[config.mk]
export PLATFORM = sky130hd
export DESIGN_NAME = game_over_text_renderer
export DESIGN_NICKNAME = d
export VERILOG_FILES = /design/src/rtl/game_over_text_renderer.sv
export SDC_FILE = /design/constraint.sdc
export NUM_CORES = 1
export LEC_CHECK = 0
export CAP_MARGIN = 0
export CELL_PAD_IN_SITES_DETAIL_PLACEMENT = 0
export CELL_PAD_IN_SITES_GLOBAL_PLACEMENT = 1
export CORE_MARGIN = 4
export CORE_UTILIZATION = 27
export CTS_CLUSTER_DIAMETER = 30
export DETAILED_ROUTE_END_ITERATION = 12
export PLACE_DENSITY = 0.83
export SYNTH_ARGS = -nofsm -noshare
export SYNTH_HDL_FRONTEND = slang
export SYNTH_SLANG_ARGS = --single-unit
[constraint.sdc]
create_clock -name clk -period 1.9 [get_ports clk]
set_input_delay 0.19 -clock clk [delete_from_list [all_inputs] [get_ports clk]]
set_output_delay 0.19 -clock clk [all_outputs]
set_load 0.02 [all_outputs]
[src/rtl/game_over_text_renderer.sv]
// rtl/game_over_text_renderer.sv - "GAME OVER" text overlay stage feeding an 8x8 glyph ROM
//
// Purpose:
//   Maps each incoming pixel coordinate onto the "GAME OVER" text box, drives
//   the letter code of the character under the pixel to an external registered
//   glyph ROM, and combines the returned 8x8 glyph with the delay-matched
//   row/column into a per-pixel text_on bit. A frame-synchronous state machine
//   shows the text while game_over is high and can optionally blink it.
//
// Configuration macro:
//   GAME_OVER_BLINK_EN - when defined, the text alternates between shown and
//                        hidden every BLINK_FRAMES frames. When undefined the
//                        blink state and frame counter are not built and the
//                        text stays shown while game_over is high.
//
// Ports:
//   clk          pixel clock
//   rst_n        asynchronous active-low reset
//   game_over    level, text enabled while high
//   frame_start  one-cycle pulse at the first pixel of each frame
//   px_valid     px_x/px_y describe an active-area pixel
//   px_x, px_y   pixel column / row
//   letter       registered letter code to the glyph ROM (4'hF = blank)
//   glyph        ROM output, row r = glyph[8r+7:8r], bit 7 = leftmost pixel
//   text_on      registered, pixel is lit by text
//   text_valid   px_valid delayed to line up with text_on

module game_over_text_renderer #(
    parameter int COORD_W      = 11,
    parameter int ORIGIN_X     = 256,
    parameter int ORIGIN_Y     = 200,
    parameter int SCALE_LOG2   = 2,
    parameter int BLINK_FRAMES = 30
) (
    input  logic               clk,
    input  logic               rst_n,
    input  logic               game_over,
    input  logic               frame_start,
    input  logic               px_valid,
    input  logic [COORD_W-1:0] px_x,
    input  logic [COORD_W-1:0] px_y,
    output logic [3:0]         letter,
    input  logic [63:0]        glyph,
    output logic               text_on,
    output logic               text_valid
);

    // One character cell is 8 glyph pixels, each magnified by 2^SCALE_LOG2.
    localparam int CHAR_SHIFT = 3 + SCALE_LOG2;

    // One extra bit so the box size never aliases into the coordinate width.
    localparam logic [COORD_W:0]   BOX_W = (COORD_W+1)'(9 << CHAR_SHIFT);
    localparam logic [COORD_W:0]   BOX_H = (COORD_W+1)'(8 << CHAR_SHIFT);
    localparam logic [COORD_W-1:0] ORG_X = COORD_W'(ORIGIN_X);
    localparam logic [COORD_W-1:0] ORG_Y = COORD_W'(ORIGIN_Y);

    localparam logic [3:0] BLANK = 4'hF;

    generate
        if (BLINK_FRAMES < 1 || BLINK_FRAMES > 255) begin : g_bad_blink
            $error("BLINK_FRAMES must be within 1..255");
        end
    endgenerate

    // Letter codes for "GAME OVER"; the space and anything past the end are blank.
    function automatic logic [3:0] letter_code(input logic [3:0] idx);
        logic [3:0] code;
        case (idx)
            4'd0:    code = 4'h0;   // G
            4'd1:    code = 4'h1;   // A
            4'd2:    code = 4'h2;   // M
            4'd3:    code = 4'h3;   // E
            4'd5:    code = 4'h4;   // O
            4'd6:    code = 4'h5;   // V
            4'd7:    code = 4'h3;   // E
            4'd8:    code = 4'h6;   // R
            default: code = BLANK;  // space
        endcase
        return code;
    endfunction

    // ------------------------------------------------------------------
    // Coordinate decode (combinational, feeds stage 1)
    // ------------------------------------------------------------------
    logic [COORD_W-1:0] dx;
    logic [COORD_W-1:0] dy;
    logic               in_box_c;
    logic [3:0]         char_idx_c;
    logic [2:0]         col_c;
    logic [2:0]         row_c;

    always_comb begin
        dx = px_x - ORG_X;
        dy = px_y - ORG_Y;
        // The >= origin tests guard the subtraction: without them a pixel
        // left of / above the box would wrap to a large dx/dy and could
        // alias back into the box for small coordinate widths.
        in_box_c   = px_valid
                   && (px_x >= ORG_X) && (px_y >= ORG_Y)
                   && ({1'b0, dx} < BOX_W) && ({1'b0, dy} < BOX_H);
        char_idx_c = 4'(dx >> CHAR_SHIFT);
        col_c      = 3'(dx >> SCALE_LOG2);
        row_c      = 3'(dy >> SCALE_LOG2);
    end

    // ------------------------------------------------------------------
    // Display state machine
    // ------------------------------------------------------------------
`ifdef GAME_OVER_BLINK_EN
    typedef enum logic [1:0] {
        HIDDEN    = 2'd0,
        SHOW      = 2'd1,
        BLINK_OFF = 2'd2
    } state_t;

    localparam logic [7:0] LAST_FRAME = 8'(BLINK_FRAMES - 1);

    state_t     state;
    logic [7:0] frame_cnt;

    always_ff @(posedge clk or negedge rst_n) begin
        if (!rst_n) begin
            state     <= HIDDEN;
            frame_cnt <= 8'd0;
        end else if (!game_over) begin
            // Dropping game_over hides the text immediately, mid-frame.
            state     <= HIDDEN;
            frame_cnt <= 8'd0;
        end else if (frame_start) begin
            case (state)
                HIDDEN: begin
                    state     <= SHOW;
                    frame_cnt <= 8'd0;
                end
                SHOW: begin
                    if (frame_cnt == LAST_FRAME) begin
                        state     <= BLINK_OFF;
                        frame_cnt <= 8'd0;
                    end else begin
                        frame_cnt <= frame_cnt + 8'd1;
                    end
                end
                BLINK_OFF: begin
                    if (frame_cnt == LAST_FRAME) begin
                        state     <= SHOW;
                        frame_cnt <= 8'd0;
                    end else begin
                        frame_cnt <= frame_cnt + 8'd1;
                    end
                end
                default: begin
                    state     <= HIDDEN;
                    frame_cnt <= 8'd0;
                end
            endcase
        end
    end
`else
    typedef enum logic {
        HIDDEN = 1'b0,
        SHOW   = 1'b1
    } state_t;

    state_t state;

    always_ff @(posedge clk or negedge rst_n) begin
        if (!rst_n) begin
            state <= HIDDEN;
        end else if (!game_over) begin
            state <= HIDDEN;
        end else if (frame_start) begin
            state <= SHOW;
        end
    end
`endif

    // ------------------------------------------------------------------
    // Pixel pipeline
    //   stage 1: letter to ROM, capture row/col/in_box/valid
    //   stage 2: ROM registers the glyph; side info delayed to match
    //   stage 3: pick the glyph bit and gate it with visibility
    // ------------------------------------------------------------------
    logic [2:0] s1_row;
    logic [2:0] s1_col;
    logic       s1_in_box;
    logic       s1_valid;
    logic [2:0] s2_row;
    logic [2:0] s2_col;
    logic       s2_in_box;
    logic       s2_valid;
    logic       glyph_bit;

    // Bit 7 of a glyph row is the leftmost pixel, so column c lives at
    // bit 7-c, which for a 3-bit column is simply its complement.
    assign glyph_bit = glyph[{s2_row, ~s2_col}];

    always_ff @(posedge clk or negedge rst_n) begin
        if (!rst_n) begin
            letter     <= BLANK;
            s1_row     <= 3'd0;
            s1_col     <= 3'd0;
            s1_in_box  <= 1'b0;
            s1_valid   <= 1'b0;
            s2_row     <= 3'd0;
            s2_col     <= 3'd0;
            s2_in_box  <= 1'b0;
            s2_valid   <= 1'b0;
            text_on    <= 1'b0;
            text_valid <= 1'b0;
        end else begin
            letter     <= in_box_c ? letter_code(char_idx_c) : BLANK;
            s1_row     <= row_c;
            s1_col     <= col_c;
            s1_in_box  <= in_box_c;
            s1_valid   <= px_valid;

            s2_row     <= s1_row;
            s2_col     <= s1_col;
            s2_in_box  <= s1_in_box;
            s2_valid   <= s1_valid;

            text_on    <= s2_valid && s2_in_box && (state == SHOW) && glyph_bit;
            text_valid <= s2_valid;
        end
    end

endmodule

==> impl_results.md, run 1 <==
* Vias/cell at 4.57
* Final wirelength at 3800 um
* Die area at 6820 sq um
* Grt ovf at 0
* DRC violations left at 0
* Max-slew headroom at 68.3%
* Clock transition at path regs at 0.07 ns
* Sinks on Clock Net at 23
* PwrDens at 450 nW/um^2
* Die width at 82.6 um
* Most used routing layer: met2
* Clock share of power at 24.5%
* Hold Fails Final Rpt at 0
* Crit path required time at 2.03 ns
* Routed vias at 1276
* CTS tree: yes
* Fin Setup TNS at 0 ns
* WP data arrival at 1.91 ns
* Leakage at 1.04 nW
* Storage cell area at 582 sq um
* Syn Area/Cell at 13.2 sq um
* Actual slew at the worst max-slew pin at 0.469 ns
* Number of iterations in the first detailed-routing pass at 4
* Met3 Use GR at 1.95%
* Crit end category: flip-flop
* Core area at 5240 sq um
* Crit path depth at 5
* GR Util All Layers at 11.2%
* Sequential share of power at 46.4%
* Antenna viol nets, final at 0
* # rows at 26
* Combinational power share at 29.1%
* Crit path buffers/inverters at 1
* Synth unique cells at 35
* Antenna violations before repair at 0
* Initial DRC count at 28
* Mapped Area at 1500 sq um
* Longest Clk Path Bufs at 2
* GRT met2 Usage at 21.2%
* M1 GR Usage at 12.8%
* Switching Fraction at 21.4%
* Reg2Reg Depth at 5
* Reg2Reg Setup Slack at 0.13 ns
* Fin Clk Skew at 0.00127 ns
* Vias in the first global route at 1312
* RSZ-0062 raised after global routing: false
* Max Clk Rate at 0.564 GHz
* Hold WC Path Type: in -> async
* Inserted Clock Buffers at 3
* Largest net degree at the start of global routing at 24
* Gpl congestion at 0.733
* Net Count, Synth at 211
* IO Count at 97
* FILL cells at 477
* Startpoint Class: flip-flop
* Root Driver: clkbuf_8
* Area delta synth->final at 69.3%
* Final worst-path cycle share at 93.3%
* Footprint of the multi-input gates at 821 sq um
* Cell family with most CP delay: multiplexers
* Final net count at 307
* Fin. max-slew vios at 0
* DR WL/cell at 13.6 um
* Final setup violation count at 0
* Max_cap viols at 0
* CP Class: reg -> reg
* Status: completed
* Hold_buf cts at 0
* Synth Warn # at 0
* Starting Density at 28.7%
* Slowest CP cell: mux4_1
* Sequential element share of the synthesized area at 38.7%
* Worst vdd ir at 0.000435 V
* Ant. Diodes at 0
* H-tree depth at 1
* Crit-path max FO at 19
* Final HPWL DP at 3310 um
* Tot Pwr at 1.14 mW
* Number of synthesized register bits at 23
* Commonest non-fill, non-tap cell in the layout: clkdlybuf4s50_1
* Internal power at 0.898 mW
* Crit-path max cell delay at 0.56 ns
* Tmin final at 1.77 ns
* Die Y-Extent at 82.6 um
* Layout cell share with drive strength beyond 1 at 11.0%
* First-pass GRT wire length at 5890 um
* Psw at 0.244 mW
* Most frequent cells in the layout: 92 x clkdlybuf4s50_1, 18 x dfrtp_1, 9 x inv_1, 9 x mux2i_1, 9 x mux4_1
* Port Buffers at 92
* Clock Latency Late Sink at 0.25 ns
* Cell count after synthesis at 114
* Critical-path cell list: buf_12 > mux4_1 > mux2_2 > o2111ai_2 > o31ai_1
==> layout make-up <==
cell class                      count  share of cell area, %
Inverter                            9                   1.33
Timing Repair Buffer               97                   38.2
Clock buffer                        3                   1.62
Tap cell                           70                   3.45
Multi-Input combinational cell     76                   32.3
Sequential cell                    23                   22.9
Clock inverter                      1                  0.197
==> registers in the layout, summed over array words and instances (netlist names) <==
signal      flops
text_valid      1
s2_valid        1
s2_row          3
s1_col          3
letter          4
s2_col          3
s1_in_box       1
state           1
s1_valid        1
s2_in_box       1
text_on         1
s1_row          3
==> worst paths after layout <==
check	start	to
max	s2_col[1]$_DFF_PN0_	text_on$_DFF_PN0_
max reg2reg	s2_col[1]$_DFF_PN0_	text_on$_DFF_PN0_
min in group clk	s1_row[2]$_DFF_PN0_	s2_row[2]$_DFF_PN0_
min reg2reg	s1_row[2]$_DFF_PN0_	s2_row[2]$_DFF_PN0_
max in group asynchronous	rst_n	letter[2]$_DFF_PN1_
min	rst_n	s1_in_box$_DFF_PN0_
==> what timing repair did <==
item | CTS | global route
hold endpoints to repair | 0 | 0
resized for setup | 0 | 1
setup buffers | 0 | 0
setup endpoints to repair | 0 | 1
==> worst reg2reg max path, stage by stage, from the launching register on <==
cell and delay [ns]:
dfrtp_1 0.37, buf_12 0.18, mux4_1 0.57, mux2_2 0.28
o2111ai_2 0.16, o31ai_1 0.10
==> per-layer routing <==
metal	up-vias	share of wire [%]	wire length, um
met5	-	0	0
met4	0	1.4	55
met3	6	7.4	281
met2	46	51	1930
met1	589	40	1530
li1	635	-	-
==> cell families (layout without fill, tap and decap cells) <==
logic type                 Yosys count  after routing  share of synthesized area [%]
AOI/OAI and AO/OA                   17             17                           9.33
muxes                               23             23                           28.5
DFF                                 23             23                           38.7
buffers and inverters               15            110                           6.67
and+or+nand+nor                     29             29                           11.2
xor gates and xnor gates             1              1                          0.583
adders and majority gates            6              6                           5.00
==> synthesized netlist by cell type (all sizes together) <==
cell	instances	area, sq um
a2111oi	1	15.0
a21oi	3	15.0
a22o	1	8.76
a22oi	1	7.51
a311o	1	11.3
and3b	1	8.76
buf	4	38.8
clkbuf	2	27.5
dfrtp	19	475
dfstp	4	105
ha	6	75.1
inv	9	33.8
mux2	1	11.3
mux2i	9	90.1
mux4	13	327
nand2	4	15.0
nand2b	2	12.5
nand3	4	20.0
nor2	3	11.3
nor2b	2	12.5
nor3	4	20.0
nor3b	6	45.0
nor4bb	1	10.0
o2111ai	1	15.0
o211ai	1	7.51
o21a	2	15.0
o21ai	2	10.0
o221a	1	11.3
o311ai	1	8.76
o31ai	2	15.0
or2b	1	7.51
or3	1	6.26
xor2	1	8.76
==> per-stage QoR <==
stage,hold WS (ns),util (%),std cells,cell area [sq um],setup WS (ns)
finish,0.284,48.5,279,2540,0.127
global route,0.305,48.5,279,2540,0.0489
CTS,0.291,48.5,279,2540,0.0763
detailed placement,0.335,47.6,275,2490,-0.0338
global placement,0.333,47.6,275,2490,0.00964
floorplan,-0.106,-,114,1500,0.278
==> power by group through the flow <==
stage / logic (mW) / registers, mW / clock network, mW
finish: 0.333 / 0.529 / 0.280
global route: 0.362 / 0.534 / 0.317
CTS: 0.338 / 0.530 / 0.291
detailed placement: 0.337 / 0.539 / 0
global placement: 0.332 / 0.539 / 0
floorplan: 0.135 / 0.527 / 0
(Power assumes the default switching activity.)
==> run 2: changes to the inputs <==
--- a/config.mk
+++ b/config.mk
@@ -8,11 +8,12 @@
 export CAP_MARGIN = 0
 export CELL_PAD_IN_SITES_DETAIL_PLACEMENT = 0
 export CELL_PAD_IN_SITES_GLOBAL_PLACEMENT = 1
+export CORE_ASPECT_RATIO = 0.6
 export CORE_MARGIN = 4
-export CORE_UTILIZATION = 27
+export CORE_UTILIZATION = 29
 export CTS_CLUSTER_DIAMETER = 30
 export DETAILED_ROUTE_END_ITERATION = 12
-export PLACE_DENSITY = 0.83
+export PLACE_DENSITY = 0.88
 export SYNTH_ARGS = -nofsm -noshare
 export SYNTH_HDL_FRONTEND = slang
 export SYNTH_SLANG_ARGS = --single-unit
==> constraint.sdc (replaced) <==
create_clock -name clk -period 2.25 [get_ports clk]
set_input_delay 0.225 -clock clk [delete_from_list [all_inputs] [get_ports clk]]
set_output_delay 0.225 -clock clk [all_outputs]
set_load 0.02 [all_outputs]
==> run 2 against run 1 <==
- core utilization is 4.2 points higher
- flip-flop and latch count stayed put
- routed wire length is 9.9% higher
- non-clock buffer count stayed put
- clock skew hardly changed
- power is 15% lower
- first-iteration DRC count grew to 2.9 times the previous value
- fmax is 11% lower
- sequential share of layout area is 0.16 points higher
- hold slack better by 0.018 ns
- final cell count is 2.5% lower
- die area is 5.7% lower
==> impl_results.md, run 2 (same netlist as run 1, synthesis figures left out) <==
* Status: completed
* Hold_buf cts at 0
* Min Hold Slack at 0.302 ns
* Die area at 6430 sq um
* CTS tree: yes
* Crit-path max FO at 11
* Layout cell share with drive strength beyond 1 at 10.5%
* Longest Clk Path Bufs at 2
* RSZ-0062 raised after global routing: false
* Worst vdd ir at 0.000287 V
* Actual slew at the worst max-slew pin at 0.526 ns
* Crit end category: flip-flop
* First-pass GRT wire length at 6460 um
* Inserted Clock Buffers at 3
* Max Clk Rate at 0.505 GHz
* Commonest non-fill, non-tap cell in the layout: clkdlybuf4s50_1
* Crit path required time at 2.41 ns
* Post-CTS setup buffer count at 0
* Die width at 101 um
* Final wirelength at 4180 um
* Final setup violation count at 0
* FILL cells at 413
* Critical-path cell list: buf_4 > mux2i_1 > a22o_1 > a2111oi_2 > a21oi_1 > o31ai_1
* Clock transition at path regs at 0.08 ns
* GR Util All Layers at 12.7%
* IO Count at 97
* Reg2Reg Depth at 6
* Final net count at 307
* Port Buffers at 92
* R2r startpoint: s2_col[1]$_DFF_PN0_
* Largest net degree at the start of global routing at 24
* Initial DRC count at 81
* Sinks on Clock Net at 23
* Fin Clk Skew at 0.00159 ns
* Crit-path max cell delay at 0.68 ns
* Root Driver: clkbuf_8
* Hold Fails Final Rpt at 0
* Core area at 4780 sq um
* Routed vias at 1280
* Starting Density at 31.4%
* Clock Latency Late Sink at 0.26 ns
* Grt ovf at 0
* DRC violations left at 0
* Reg2Reg Setup Slack at 0.27 ns
* Post-CTS Resized at 0
* Worst r2r dst: text_on$_DFF_PN0_
* Slowest CP cell: dfrtp_1
* Crit path depth at 6
* DR WL/cell at 15.4 um
* Gpl congestion at 0.749
* Vias in the first global route at 1327
* Worst Setup SP: s2_col[1]$_DFF_PN0_
* Footprint of the multi-input gates at 821 sq um
* WP data arrival at 2.14 ns
* Antenna violations before repair at 0
* Leakage at 1.04 nW
* Top reg by flops: letter
* DP Worst Slack at 0.277 ns
* CP Class: reg -> reg
* Hold WC Path Type: in -> async
* Crit path buffers/inverters at 1
* Area delta synth->final at 67.8%
* Final Util at 52.7%
* Final worst-path cycle share at 88.1%
* Final worst setup slack at 0.269 ns
* Max-slew headroom at 64.5%
* Fin Setup TNS at 0 ns
* Startpoint Class: flip-flop
* # rows at 19
* Tmin final at 1.98 ns
* Vias/cell at 4.71
* Antenna viol nets, final at 0
* Final HPWL DP at 3610 um
* H-tree depth at 1
* PwrDens at 387 nW/um^2
* Cell family with most CP delay: compound AO/OA/AOI/OAI gates
* Largest register FFs at 4
* Max_cap viols at 0
* Storage cell area at 581 sq um
* Most frequent cells in the layout: 92 x clkdlybuf4s50_1, 19 x dfrtp_1, 9 x inv_1, 9 x mux2i_1, 9 x mux4_1
* Ant. Diodes at 0
* Fin. max-slew vios at 0
* Number of iterations in the first detailed-routing pass at 4
* Tot Pwr at 0.974 mW
* Die Y-Extent at 63.7 um
run 2: cell types whose count changed in the layout (fill, tap and decap cells not counted):
| cell | delta |
|---|---|
| dfrtp_1 | +1 |
| buf_12 | -1 |
| dfrtp_2 | -1 |
| buf_4 | +1 |
run 2: worst max-delay path by stage:
stage	end	slack, ns
2_1_floorplan	text_on$_DFF_PN0_	0.63
3_3_place_gp	letter[3]$_DFF_PN1_	0.31
3_5_place_dp	letter[3]$_DFF_PN1_	0.28
4_1_cts	text_on$_DFF_PN0_	0.27
5_1_grt	text_on$_DFF_PN0_	0.15
6_report	text_on$_DFF_PN0_	0.27
run 2: layout make-up:
cell class,count,area share (%)
flip-flops and latches,23,23.1
repair buffers,97,38.1
multi-input cells,76,32.6
inverters,9,1.34
well taps,63,3.13
clock buffers,3,1.64
clock inverters,1,0.199
run 2: through the flow:
| step | instances | area [sq um] |
|---|---|---|
| 6_report | 272 | 2520 |
| 2_1_floorplan | 114 | 1500 |
| 5_1_grt | 272 | 2520 |
| 3_3_place_gp | 268 | 2470 |
| 3_5_place_dp | 268 | 2470 |
| 4_1_cts | 272 | 2520 |
run 2: report_power, final:
group          switching, mW  internal, mW
Sequential            0.0214         0.430
Combinational         0.0751         0.203
Clock                  0.121         0.123
Total                  0.217         0.756
run 2: per-layer routing:
metal  global-route usage [%]  wire length [um]  up-vias
li1                         -                 -      630
met1                     18.9              2010      603
met2                     19.1              1860       45
met3                     3.15               289        2
met4                     1.99                21        0
met5                        0                 0        -
==> run 3: changes to the inputs <==
--- a/config.mk
+++ b/config.mk
@@ -13,6 +13,7 @@
 export CORE_UTILIZATION = 29
 export CTS_CLUSTER_DIAMETER = 30
 export DETAILED_ROUTE_END_ITERATION = 12
+export HOLD_SLACK_MARGIN = 0.02
 export PLACE_DENSITY = 0.88
 export SYNTH_ARGS = -nofsm -noshare
 export SYNTH_HDL_FRONTEND = slang
==> results of run 3 <==
The final DEF is identical to that of run 2; final timing and power are the same.
==> RTL change, RTL diff (settings of run 1) <==
Add a define of `GAME_OVER_BLINK_EN`.
--- a/src/rtl/game_over_text_renderer.sv
+++ b/src/rtl/game_over_text_renderer.sv
@@ -26,4 +26,6 @@
 //   text_valid   px_valid delayed to line up with text_on
 
+`define GAME_OVER_BLINK_EN
+
 module game_over_text_renderer #(
     parameter int COORD_W      = 11,
Formal check against the unedited RTL: same outputs for any inputs over 10 cycles, from zero or initial values and one cycle with rst_n low; that may be too few to reach the edited logic, so the function may still have changed.
==> RTL change against run 1 <==
Setup slack got worse by 0.11 ns. Area after synthesis rose by 33%. Sequential cell count rose by 9. Critical path depth rose by 2. Count of clock-buffer cells in the layout rose by 2. Routed wire length rose by 34%. Power rose by 88%. Design area rose by 32%. Largest cell class is now multi-input gates. Highest routed layer unchanged.
==> RTL change: results (changes against run 1) <==
* Outcome: finished clean
* TritonCTS Buffers at 5 (+2)
* 1st-iter DRT viols at 52 (+86%)
* Most frequent cells after synthesis: 28 x dfrtp_1, 21 x nand2_1, 16 x o21ai_0, 15 x inv_1, 13 x mux4_2
* Ys async rst share at 100% (unchanged)
* Largest cells by area after synthesis: dfrtp_1 35%, mux4_2 15%, ha_1 7.5%
* H-tree depth at 2 (+1)
* Layout Nets at 392 (+28%)
* Placed Area at 3120 sq um (+25%)
* First-pass GRT wire length at 8.25 mm (+40%)
* Latest clock arrival within the worst-skew pair at 0.28 ns (+0.03 ns)
* Critical Path Fanout Max at 6 (-13)
* Synth warn at 0 (unchanged)
* Largest net degree at the start of global routing at 33 (+38%)
* WL per Instance at 13.1 microns (-3.8%)
* CTS resizes at 1 (+1)
* Setup Skew at 0.00655 ns (+0.00529 ns)
* Setup Fix Bufs, Post-CTS at 0 (unchanged)
* VDD IR-drop max at 0.000371 V (-15%)
* Inst Count DP at 374 (+36%)
* HPWL after detailed placement at 4.18 mm (+26%)
* Post-synth net total at 277 (+31%)
* Sequential area share after synthesis at 40.3% (+1.6 points)
* Final RePlAce weighted congestion at 0.749 (+2.2%)
* Slew margin rel. at 63.9% (-4.4 points)
* Layout cells sized above 1 at 21.0% (+10 points)
* DRT Pass-1 Iters at 4 (unchanged)
* Post-Place Setup Slack at -0.0746 ns (-0.0408 ns)
* Yosys cell types at 43 (+23%)
* Via/cell ratio at 4.52 (-1.2%)
* Via count at 1757 (+38%)
* Clk root buf: clkbuf_8
* Pleak at 1.40 nW (+34%)
* Gr usage total at 11.7% (+0.47 points)
* Syn Inst Count at 174 (+53%)
* Initial antenna violation count at 0 (unchanged)
* IO buf count at 92 (unchanged)
* Clk slew on worst S/H paths at 0.07 ns (about the same)
* R2R depth at 7 (+2)
RTL change: worst paths after layout:
check | from | endpoint | slack (ns)
max | frame_cnt[1] | frame_cnt[0] | 0.02
min | rst_n | frame_cnt[7] | 0.29
max reg2reg | frame_cnt[1] | frame_cnt[0] | 0.02
min reg2reg | s1_col[2] | s2_col[2] | 0.35
max in group asynchronous | rst_n | letter[0] | 1.28
min in group clk | px_x[3] | s1_col[1] | 0.34
RTL change: cells by family after synthesis:
group                    share of synthesized area, %
multiplexers                                     22.5
XOR/XNOR                                        0.438
AO/OA/AOI/OAI                                    11.7
adder cells (fa/ha/maj)                          7.50
buffers and inverters                            4.82
AND/OR/NAND/NOR                                  12.8
flip-flops                                       40.3
RTL change: layer usage:
metal / GRT usage (%) / vias to the layer above / part of all wire (%)
met5: 0 / - / 0
met4: 3.97 / 0 / 1.0
met3: 3.61 / 4 / 7.6
met2: 20.5 / 55 / 51
met1: 13.4 / 820 / 40
li1: - / 878 / -
RTL change: final cells by class:
type                       count  area [sq um]
fill                         675          3860
multi-input combinational    122          1150
timing repair buffer         113          1100
sequential                    32           808
tap                           99           124
clock buffer                   5          68.8
inverter                      15          56.3
clock inverter                 3          46.3
RTL change: worst max-delay path: stages, from the launching register on:
cell and delay [ns]:
dfrtp_1 0.39, inv_2 0.08, ha_4 0.11, or4b_4 0.48
o211ai_4 0.25, buf_6 0.14, nor2_4 0.05, mux2_4 0.28
RTL change: power breakdown:
group          total, mW  internal [mW]  switching [mW]  leakage, nW
Combinational      0.708          0.439           0.270        0.948
Sequential         0.774          0.730          0.0441        0.394
Clock              0.669          0.395           0.274       0.0548
Total               2.15           1.56           0.588         1.40
